File: config.mk
export PLATFORM = sky130hd
export DESIGN_NAME = ddr_burst_sched
export DESIGN_NICKNAME = d
export VERILOG_FILES = /design/src/rtl/ddr_sched_pkg.sv /design/src/rtl/rr_arbiter.sv /design/src/rtl/ddr_burst_sched.sv
export SDC_FILE = /design/constraint.sdc
export NUM_CORES = 1
export LEC_CHECK = 0
export BUFFER_PORTS_ARGS = -buffer_cell sky130_fd_sc_hd__buf_2
export CAP_MARGIN = 5
export CORE_MARGIN = 2
export CORE_UTILIZATION = 35
export CTS_CLUSTER_DIAMETER = 80
export DETAILED_ROUTE_END_ITERATION = 12
export PLACE_DENSITY = 0.56
export SETUP_SLACK_MARGIN = 0.15
export SYNTH_ARGS = -nofsm -noshare
export SYNTH_HDL_FRONTEND = slang
export SYNTH_SLANG_ARGS = --single-unit
export TNS_END_PERCENT = 50
File: constraint.sdc
create_clock -name clk_ref -period 6.1 [get_ports clk_ref]
set_input_delay 0.305 -clock clk_ref [delete_from_list [all_inputs] [get_ports clk_ref]]
set_output_delay 0.305 -clock clk_ref [all_outputs]
set_load 0.005 [all_outputs]
File: src/rtl/ddr_sched_pkg.sv
// Shared types and helpers for the DDR burst scheduler.
package ddr_sched_pkg;

  typedef enum logic [2:0] {
    IDLE = 3'd0,
    ARB  = 3'd1,
    WR   = 3'd2,
    RD   = 3'd3,
    UPD  = 3'd4
  } sched_state_t;

  localparam int RR_MAX = 32;

  // First requesting index at or after ptr, wrapping modulo n (n <= RR_MAX).
  function automatic int rr_next_idx(input logic [RR_MAX-1:0] req, input int ptr, input int n);
    int idx;
    int pick;
    pick = ptr;
    for (int i = RR_MAX - 1; i >= 0; i--) begin
      if (i < n) begin
        idx = ptr + i;
        if (idx >= n) idx = idx - n;
        if (req[idx[4:0]]) pick = idx;
      end
    end
    return pick;
  endfunction

endpackage

File: src/rtl/rr_arbiter.sv
// Combinational round-robin picker: searches from ptr upward for a requester.
module rr_arbiter
  import ddr_sched_pkg::*;
#(
  parameter int N     = 2,
  parameter int IDX_W = 1
) (
  input  logic [N-1:0]     req,
  input  logic [IDX_W-1:0] ptr,
  output logic [N-1:0]     grant,
  output logic [IDX_W-1:0] idx,
  output logic             valid
);

  logic [RR_MAX-1:0] req_ext_s;

  // Round-robin selection and one-hot grant.
  always_comb begin
    req_ext_s         = '0;
    req_ext_s[N-1:0]  = req;
    idx               = IDX_W'(rr_next_idx(req_ext_s, int'(ptr), N));
    valid             = |req;
    grant             = '0;
    if (valid) begin
      grant[idx] = 1'b1;
    end else begin
      grant = '0;
    end
  end

endmodule

File: src/rtl/ddr_burst_sched.sv
// Multi-channel write/read burst scheduler in front of ddr_ctrl.
// Optional macro PINGPONG_EN gives each channel two alternating frame banks.
module ddr_burst_sched
  import ddr_sched_pkg::*;
#(
  parameter int CH_NUM      = 2,
  parameter int ADDR_W      = 25,
  parameter int LEN_W       = 10,
  parameter int BURST_LEN   = 256,
  parameter int LVL_W       = 11,
  parameter int FRAME_WORDS = 393216
) (
  input  logic                    clk_ref,
  input  logic                    rst,
  input  logic                    ddr_init_done,
  input  logic [CH_NUM-1:0]       wr_load,
  input  logic [CH_NUM-1:0]       rd_load,
  input  logic [CH_NUM*LVL_W-1:0] wrf_level,
  input  logic [CH_NUM*LVL_W-1:0] rdf_space,
  input  logic [CH_NUM-1:0]       rd_enable,
  output logic                    wr_burst_req,
  output logic [ADDR_W-1:0]       wr_burst_addr,
  output logic [LEN_W-1:0]        wr_burst_len,
  input  logic                    wr_burst_finish,
  output logic                    rd_burst_req,
  output logic [ADDR_W-1:0]       rd_burst_addr,
  output logic [LEN_W-1:0]        rd_burst_len,
  input  logic                    rd_burst_finish,
  output logic [CH_NUM-1:0]       wr_grant,
  output logic [CH_NUM-1:0]       rd_grant,
  output logic [CH_NUM-1:0]       frame_write_done,
  output logic [CH_NUM-1:0]       frame_read_done
);

  localparam int                IDX_W   = (CH_NUM > 1) ? $clog2(CH_NUM) : 1;
  localparam logic [IDX_W-1:0]  LAST_CH = IDX_W'(CH_NUM - 1);
  localparam logic [ADDR_W-1:0] FW_A    = ADDR_W'(FRAME_WORDS);
  localparam logic [ADDR_W-1:0] BL_A    = ADDR_W'(BURST_LEN);
  localparam logic [LVL_W:0]    BL_LVL  = (LVL_W + 1)'(BURST_LEN);

  sched_state_t      state_r;
  logic              pref_wr_r, cur_wr_r;
  logic [IDX_W-1:0]  cur_ch_r, wr_ptr_r, rd_ptr_r;
  logic [ADDR_W-1:0] wr_off_r [CH_NUM];
  logic [ADDR_W-1:0] rd_off_r [CH_NUM];
  logic [CH_NUM-1:0] wr_pend_r, rd_pend_r;
`ifdef PINGPONG_EN
  logic [CH_NUM-1:0] wr_bank_r, rd_bank_r, frame_valid_r;
  logic              rd_bank_s;
`endif

  logic [CH_NUM-1:0] wr_elig_s, rd_elig_s, wr_gnt_s, rd_gnt_s;
  logic [CH_NUM-1:0] wr_act_s, rd_act_s, cur_oh_s;
  logic [IDX_W-1:0]  wr_idx_s, rd_idx_s;
  logic              wr_valid_s, rd_valid_s, go_wr_s, go_rd_s, wr_wrap_s, rd_wrap_s;
  logic [ADDR_W-1:0] wr_addr_s, rd_addr_s, wr_new_s, rd_new_s;

  // Per-channel eligibility from fifo fill levels.
  always_comb begin
    wr_elig_s = '0;
    rd_elig_s = '0;
    for (int i = 0; i < CH_NUM; i++) begin
      wr_elig_s[i] = {1'b0, wrf_level[i*LVL_W +: LVL_W]} >= BL_LVL;
      rd_elig_s[i] = rd_enable[i] && ({1'b0, rdf_space[i*LVL_W +: LVL_W]} >= BL_LVL);
    end
  end

  rr_arbiter #(.N(CH_NUM), .IDX_W(IDX_W)) u_wr_arb (
    .req(wr_elig_s), .ptr(wr_ptr_r), .grant(wr_gnt_s), .idx(wr_idx_s), .valid(wr_valid_s)
  );

  rr_arbiter #(.N(CH_NUM), .IDX_W(IDX_W)) u_rd_arb (
    .req(rd_elig_s), .ptr(rd_ptr_r), .grant(rd_gnt_s), .idx(rd_idx_s), .valid(rd_valid_s)
  );

  // Type choice, burst addresses and which channel a load would collide with.
  always_comb begin
    go_wr_s   = ddr_init_done && wr_valid_s && (pref_wr_r || !rd_valid_s);
    go_rd_s   = ddr_init_done && rd_valid_s && !go_wr_s;
    wr_new_s  = wr_off_r[cur_ch_r] + BL_A;
    rd_new_s  = rd_off_r[cur_ch_r] + BL_A;
    wr_wrap_s = (wr_new_s == FW_A);
    rd_wrap_s = (rd_new_s == FW_A);
`ifdef PINGPONG_EN
    rd_bank_s = (rd_off_r[rd_idx_s] == '0) ? (frame_valid_r[rd_idx_s] & ~wr_bank_r[rd_idx_s])
                                            : rd_bank_r[rd_idx_s];
    wr_addr_s = ADDR_W'({wr_idx_s, wr_bank_r[wr_idx_s]}) * FW_A + wr_off_r[wr_idx_s];
    rd_addr_s = ADDR_W'({rd_idx_s, rd_bank_s}) * FW_A + rd_off_r[rd_idx_s];
`else
    wr_addr_s = ADDR_W'(wr_idx_s) * FW_A + wr_off_r[wr_idx_s];
    rd_addr_s = ADDR_W'(rd_idx_s) * FW_A + rd_off_r[rd_idx_s];
`endif
    cur_oh_s           = '0;
    cur_oh_s[cur_ch_r] = 1'b1;
    wr_act_s           = '0;
    rd_act_s           = '0;
    case (state_r)
      ARB: begin
        if (go_wr_s) wr_act_s = wr_gnt_s;
        else if (go_rd_s) rd_act_s = rd_gnt_s;
        else wr_act_s = '0;
      end
      WR: wr_act_s = cur_oh_s;
      RD: rd_act_s = cur_oh_s;
      UPD: begin
        if (cur_wr_r) wr_act_s = cur_oh_s;
        else rd_act_s = cur_oh_s;
      end
      default: wr_act_s = '0;
    endcase
  end

  // Scheduler FSM, offsets and registered burst-port outputs.
  always_ff @(posedge clk_ref or posedge rst) begin
    if (rst) begin
      state_r          <= IDLE;
      pref_wr_r        <= 1'b1;
      cur_wr_r         <= 1'b0;
      cur_ch_r         <= '0;
      wr_ptr_r         <= '0;
      rd_ptr_r         <= '0;
      wr_pend_r        <= '0;
      rd_pend_r        <= '0;
      wr_burst_req     <= 1'b0;
      wr_burst_addr    <= '0;
      wr_burst_len     <= '0;
      rd_burst_req     <= 1'b0;
      rd_burst_addr    <= '0;
      rd_burst_len     <= '0;
      wr_grant         <= '0;
      rd_grant         <= '0;
      frame_write_done <= '0;
      frame_read_done  <= '0;
      for (int i = 0; i < CH_NUM; i++) begin
        wr_off_r[i] <= '0;
        rd_off_r[i] <= '0;
      end
`ifdef PINGPONG_EN
      wr_bank_r     <= '0;
      rd_bank_r     <= '0;
      frame_valid_r <= '0;
`endif
    end else begin
      frame_write_done <= '0;
      frame_read_done  <= '0;
      // Loads on a channel in flight are deferred to UPD so the burst address stays consistent.
      for (int i = 0; i < CH_NUM; i++) begin
        if (wr_load[i]) begin
          if (wr_act_s[i]) wr_pend_r[i] <= 1'b1;
          else wr_off_r[i] <= '0;
        end
        if (rd_load[i]) begin
          if (rd_act_s[i]) rd_pend_r[i] <= 1'b1;
          else rd_off_r[i] <= '0;
        end
      end
      case (state_r)
        IDLE: begin
          if (ddr_init_done) state_r <= ARB;
        end
        ARB: begin
          if (!ddr_init_done) begin
            state_r <= IDLE;
          end else if (go_wr_s) begin
            state_r       <= WR;
            cur_wr_r      <= 1'b1;
            cur_ch_r      <= wr_idx_s;
            wr_burst_req  <= 1'b1;
            wr_burst_addr <= wr_addr_s;
            wr_burst_len  <= LEN_W'(BURST_LEN);
            wr_grant      <= wr_gnt_s;
          end else if (go_rd_s) begin
            state_r       <= RD;
            cur_wr_r      <= 1'b0;
            cur_ch_r      <= rd_idx_s;
            rd_burst_req  <= 1'b1;
            rd_burst_addr <= rd_addr_s;
            rd_burst_len  <= LEN_W'(BURST_LEN);
            rd_grant      <= rd_gnt_s;
`ifdef PINGPONG_EN
            rd_bank_r[rd_idx_s] <= rd_bank_s;
`endif
          end
        end
        WR: begin
          if (wr_burst_finish) begin
            wr_burst_req <= 1'b0;
            wr_grant     <= '0;
            state_r      <= UPD;
          end
        end
        RD: begin
          if (rd_burst_finish) begin
            rd_burst_req <= 1'b0;
            rd_grant     <= '0;
            state_r      <= UPD;
          end
        end
        UPD: begin
          state_r   <= ddr_init_done ? ARB : IDLE;
          // Prefer the type not just served, so both sides alternate under load.
          pref_wr_r <= ~cur_wr_r;
          if (cur_wr_r) begin
            wr_pend_r[cur_ch_r]        <= 1'b0;
            wr_off_r[cur_ch_r]         <= (wr_wrap_s || wr_pend_r[cur_ch_r] || wr_load[cur_ch_r]) ? '0 : wr_new_s;
            frame_write_done[cur_ch_r] <= wr_wrap_s;
            wr_ptr_r                   <= (cur_ch_r == LAST_CH) ? '0 : cur_ch_r + 1'b1;
`ifdef PINGPONG_EN
            if (wr_wrap_s) begin
              wr_bank_r[cur_ch_r]     <= ~wr_bank_r[cur_ch_r];
              frame_valid_r[cur_ch_r] <= 1'b1;
            end
`endif
          end else begin
            rd_pend_r[cur_ch_r]       <= 1'b0;
            rd_off_r[cur_ch_r]        <= (rd_wrap_s || rd_pend_r[cur_ch_r] || rd_load[cur_ch_r]) ? '0 : rd_new_s;
            frame_read_done[cur_ch_r] <= rd_wrap_s;
            rd_ptr_r                  <= (cur_ch_r == LAST_CH) ? '0 : cur_ch_r + 1'b1;
          end
        end
        default: state_r <= IDLE;
      endcase
    end
  end

endmodule
# --- Word level (Yosys, flattened, before mapping) ---
# Cells that the tools add are included.
# W data, S select, Z words.
op_classes:
  n_addsub: 11
  n_mul: 2
  n_lt_le_gt_ge: 22
  eq_ne: 14
  muxes: 116
  bitwise: 10
  n_reduce_logical: 31
ops:
  columns: ["cell", "n"]
  rows:
  - ["$mux W25", 23]
  - ["$mux W50", 4]
  - ["$bwmux W50", 2]
  - ["$ge A32 B3 Y1 const B", 2]
  - ["$add A20 B25 Y25", 2]
  - ["$add A25 B9 Y25 const B", 2]
  - ["$eq A25 B19 Y1 const B", 2]
  - ["$ge A11 B9 Y1 const B", 4]
  - ["$mux W2", 22]
  - ["$mux W1", 40]
  - ["$demux W25 S1", 1]
  - ["$lt A5 B6 Y1 const B", 4]
  - ["$bmux W1 S5", 4]
  - ["$mux W5", 4]
  - ["$mux W3", 6]
  - ["$pmux W3 S5", 1]
  - ["$ne A2 B2 Y1 const B", 7]
  - ["$pmux W2 S3", 2]
  - ["$reduce_and A4 Y1", 3]
  - ["$logic_and A1 B1 Y1", 10]
  - ["$and A2 B2 Y2", 4]
  - ["$pmux W2 S2", 2]
  - ["$eq A3 B2 Y1 const B", 2]
  - ["$ge A2 B2 Y1 const B", 3]
  - ["25 further kinds", 50]
totals:
  ff_bits: 174
  inputBits: 55

# --- Logic depth before layout (Yosys ltp) ---
depth:
  word_depth: 20
  depth_mapped: 18
  ltp_nobuf: 10

# --- Cells and area by module ---
# A second synthesis with hierarchy kept.
hier_totals:
  cells_unflattened: 923
  hier_area_um2: 9120.0
by_module_without_submodules:
  columns: ["mod", "instances", "cells_per_inst", "area_each_um2"]
  rows:
  - ["ddr_burst_sched", 1, 911, 9047.4]
  - ["rr_arbiter", 2, 6, 36.3]

# --- Worst setup path before layout ---
# Ideal clock, no wire load.
synth_path:
  kind: "register to register"
  start: "register cur_ch_r"
  end: "register rd_off_r[33] (netlist name)"
  t_arrival_ns: 3.969
  path_slack_ns: 1.991
  path_stages_with_launch: 19
  n_path_buf: 8
  synth_period_minus_slack_ns: 4.109
  cell_sequence: "dfrtp_1 buf_6 buf_4 buf_4 buf_2 clkbuf_1 buf_1 nand2_1 o21ai_0 ha_1 clkbuf_1 nand4b_1 a21oi_2 nand2_2 a2111oi_0 or4b_4 o21ai_2 buf_4 o22ai_1"
synth_via:
  elab_chain_cells: 12
  elab_cells_between_ends: 30
  classes_between: "add/sub: 1; order compare: 4; eq/ne: 1; mux: 19; bitwise: 1; reduce/logical: 4"
synth_lines:
  columns: ["item", "line_no", "rtl"]
  rows:
  - ["from (decl)", "ddr_burst_sched.sv:43", "logic [IDX_W-1:0] cur_ch_r, wr_ptr_r, rd_ptr_r;"]
  - ["from (signal assigned)", "ddr_burst_sched.sv:167", "cur_ch_r <= wr_idx_s;"]
  - ["from (signal assigned)", "ddr_burst_sched.sv:175", "cur_ch_r <= rd_idx_s;"]
  - ["$not A1 Y2", "ddr_burst_sched.sv:81, ddr_burst_sched.sv:216", null]
  - ["$mux W25 (not written as such) (3 in series)", "ddr_burst_sched.sv:81", "rd_new_s = rd_off_r[cur_ch_r] + BL_A;"]
  - ["$add A25 B9 Y25", "ddr_burst_sched.sv:81", null]
  - ["$eq A25 B19 Y1", "ddr_burst_sched.sv:83", "rd_wrap_s = (rd_new_s == FW_A);"]
  - ["$logic_or A1 B1 Y1 (2 in series)", "ddr_burst_sched.sv:216", "rd_off_r[cur_ch_r] <= (rd_wrap_s || rd_pend_r[cur_ch_r] || rd_load[cur_ch_r]) ? '0 : rd_new_s;"]
  - ["$mux W25", "ddr_burst_sched.sv:216", null]
  - ["$bwmux W50", "ddr_burst_sched.sv:216", null]
  - ["$mux W50", "ddr_burst_sched.sv:203", "if (cur_wr_r) begin"]
  - ["$mux W50 *", "ddr_burst_sched.sv:157", "case (state_r)"]
  - ["to (signal, indexed assignment)", "ddr_burst_sched.sv:216", null]
  - ["to (decl)", "ddr_burst_sched.sv:45", "logic [ADDR_W-1:0] rd_off_r [CH_NUM];"]
# Mark *: on every way between the ends. The rest lies on a longest branch, timed or not. The select of a mux whose other input is x is not followed.
# A chain may end at the register's enable or synchronous reset.

# --- Worst setup path in the final report ---
layout_path:
  start: "register cur_ch_r"
  end: "register rd_off_r[5] (netlist name)"
# The elaborated chain is that of the path after synthesis.

==> impl_metrics.ini <==
[power]
power.leakage_nw = 4.69
powerDensity_nw_per_um2 = 324
seqPwrFrac_pct = 42.9
clkPwrFrac_pct = 32.7
internal_power_mw = 2.23
p_comb_share_pct = 24.4
p_sw_mw = 1.16
ir_worst_vdd_mv = 0.185
p_sw_share_pct = 34.2

[synthesis]
synth_edf_count = 0
synth_cells = 940
async_reset_ff_share_pct = 100
netlist_area_sq_um = 9250
synth_top_area_cell = dfrtp_1
syn_avg_cell_area_sq_um = 9.84
synthTopCellsByCount = 173 x dfrtp_1, 108 x nand2_1, 62 x o21ai_0
synth_seq_area_share_pct = 47.1
yosysMostFrequentCell = dfrtp_1
synthTopCellsByArea = dfrtp_1 47%, mux2i_1 6.3%, nand2_1 4.4%
yosysWarnings = 0
synth_top_area_share_pct = 46.8
synth.distinct_cells = 78
synth-seq-cells = 174
synthFlopType = dfrtp_1

[placement]
dp_hpwl_um = 15100
gp_congestion = 0.804
dpl_cell_area_sq_um = 9840
portBuffers = 84

[finish]
drive_gt1_share_pct = 16.2
design_area_sq_um = 10400
fillCellCount = 2606
antenna_cells = 0
fin_nets = 1056
area_growth_pct = 12.9
seqCellArea_sq_um = 4360
utilization_pct = 40.2
multi_input_area_sq_um = 4530

[clock_network]
post_cts_buffers = 0
clk_latency_ns = 0.43
cts_root_buf = clkbuf_16
clk_pin_slew_ns = 0.07
htree_levels = 4
hold_buffers = 0
post_cts_resized = 0
max-clock-path-buffers = 2
numCtsBuffers = 17
cts.sinks = 174
cts_tree = built

[outcome]
status = complete, no violations

[worst_setup_path]
slowest_stage = dfrtp_4
path_cells = o21ai_0, ha_1, nand4_1, a21oi_2, nand2_2, a2111oi_0, or4b_4, o21ai_2, a21boi_1
critPathKind = flop to flop
reg2reg_setup_slack_ns = 1.93
crit_family = compound AO/OA/AOI/OAI gates
rr_worst_depth = 9
critPathLaunch = cur_ch_r$_DFFE_PP0P_
cp.arrival_ns = 4.44
critical_path_peak_fanout = 56
cpPeakStageDelay_ns = 0.72
critPathLaunchType = flop
cp-end-kind = flop
r2r_start = cur_ch_r$_DFFE_PP0P_
crit_required_ns = 6.37
worstReg2RegEnd = rd_off_r[5]$_DFF_PP0_
path_buf_inv = 0

[floorplan]
start_util_pct = 35.6
pin_count = 135
coreArea_sq_um = 26000
fp.dieW_um = 167
fp-row-count = 59
die_area_sq_um = 27700
die_height_um = 167

[routing]
viasPerCell = 5.29
dr.first_iter.drc_count = 419
drt-wirelength-per-cell_um = 16.8
vias = 7105
first_pass_iters = 6
drt-total-wl_um = 22600
ant_nets = 0
route.detailed.drc = 0

[global_routing]
grt-ovfl-total = 0
antenna_found_initial = 0
track_usage_pct = 16.7
grt_pass1_vias = 6930
grt_pass1_wl_um = 37800
grt_max_degree = 107

[timing]
slew_headroom_pct = 28.2
hold_viol = 0
final_max_slew_viol_count = 0
period_needed_ns = 4.17
setup_viol = 0
rsz0062_at_grt = false
tightestPinTransition_ns = 1.07
post-route-period-util_pct = 68.4
skew_ns = 0.0151
setup_tns_ns = 0
fmax_ghz = 0.240

[hold_path]
worstHoldPathType = input port to async pin

[job]
maxCapViolations = 0
how the worst max path moves through the flow:
| stage | slack (ns) | to | cells past startpoint |
|---|---|---|---|
| after floorplan | 1.08 | cur_ch_r$_DFFE_PP0P_ | 1 |
| after global routing | 1.63 | rd_off_r[2]$_DFF_PP0_ | 9 |
| after detailed placement | 1.99 | rd_off_r[5]$_DFF_PP0_ | 9 |
| after global placement | 2.05 | rd_off_r[1]$_DFF_PP0_ | 9 |
| final | 1.93 | rd_off_r[5]$_DFF_PP0_ | 9 |
| after CTS | 1.95 | rd_off_r[5]$_DFF_PP0_ | 9 |
metal layers:
metal / global-route usage (%) / wire [um] / share of wire, % / vias up
li1: - / - / - / 3469
met1: 25.0 / 11700 / 52 / 3481
met2: 25.2 / 9950 / 44 / 136
met3: 2.59 / 704 / 3.1 / 19
met4: 4.20 / 244 / 1.1 / 0
met5: 0 / 0 / 0 / -
through the flow:
stage / instances / hold WS (ns) / setup slack, ns / total power [mW]
after global routing: 1343 / 0.179 / 1.63 / 3.60
after global placement: 1311 / 0.444 / 2.05 / 2.30
after floorplan: 957 / 0.452 / 1.08 / 2.07
final: 1343 / 0.0797 / 1.93 / 3.38
after CTS: 1343 / 0.132 / 1.95 / 3.43
after detailed placement: 1311 / 0.448 / 1.99 / 2.30
logic make-up (layout without fill, tap and decap cells):
family | after synthesis | count (layout) | share of synthesized area (%)
multiplexers | 70 | 70 | 7.77
adder cells (fa/ha/maj) | 8 | 8 | 1.03
AND/OR/NAND/NOR | 295 | 295 | 16.3
AO/OA/AOI/OAI | 266 | 266 | 19.2
buffers and inverters | 86 | 137 | 4.83
other | 1 | 18 | 0.0406
flip-flops | 174 | 174 | 47.1
XOR/XNOR | 40 | 40 | 3.79
worst register-to-register path: stages, from the launching register on:
cell       delay (ns)
dfrtp_4          0.72
o21ai_0          0.51
ha_1             0.42
nand4_1          0.19
a21oi_2          0.31
nand2_2          0.08
a2111oi_0        0.52
or4b_4           0.55
o21ai_2          0.55
a21boi_1         0.15
flip-flops by register name (all words and copies together) (netlist names), 2 cells and up:
name / flops
wr_burst_addr: 25
frame_read_done: 2
frame_write_done: 2
rd_pend_r: 2
state_r: 3
wr_pend_r: 2
rd_off_r: 50
wr_grant: 2
wr_off_r: 50
rd_grant: 2
rd_burst_addr: 25
area by class of cell:
class | instances | share of cell area [%]
timing repair buffer | 91 | 4.53
sequential | 174 | 41.8
clock inverter | 14 | 1.46
multi-input combinational | 697 | 43.5
clock buffer | 18 | 4.21
inverter | 14 | 0.552
tap | 335 | 4.02
power groups by stage:
stage,registers [mW],logic [mW],clock network [mW]
5_1_grt,1.48,0.931,1.19
2_1_floorplan,1.41,0.665,0
3_5_place_dp,1.47,0.833,0
3_3_place_gp,1.47,0.827,0
4_1_cts,1.45,0.836,1.14
6_report,1.45,0.825,1.11
cells in the final DEF (no fill, tap or decap), types with 5 or more instances in the layout:
master and count:
clkbuf_16 17, nor2_1 47, a21boi_0 15, buf_4 7
a21oi_1 48, xnor2_1 19, inv_1 13, o21a_1 8
a31oi_1 5, dfrtp_1 172, nand4_1 12, or3_1 7
mux2i_1 58, nand2b_1 16, buf_2 84, nand3b_1 10
xor2_1 21, a21boi_1 18, inv_6 5, nand4b_1 5
ha_1 6, nand2_1 107, o22ai_1 9, nor3_1 18
nand3_1 24, or2_2 5, o21ai_1 15, nor4_1 6
and2_1 10, o21ai_0 62, a22o_1 40, mux2_2 10
conb_1 18, nor2b_1 7
Power figures use the tool's default switching activity.
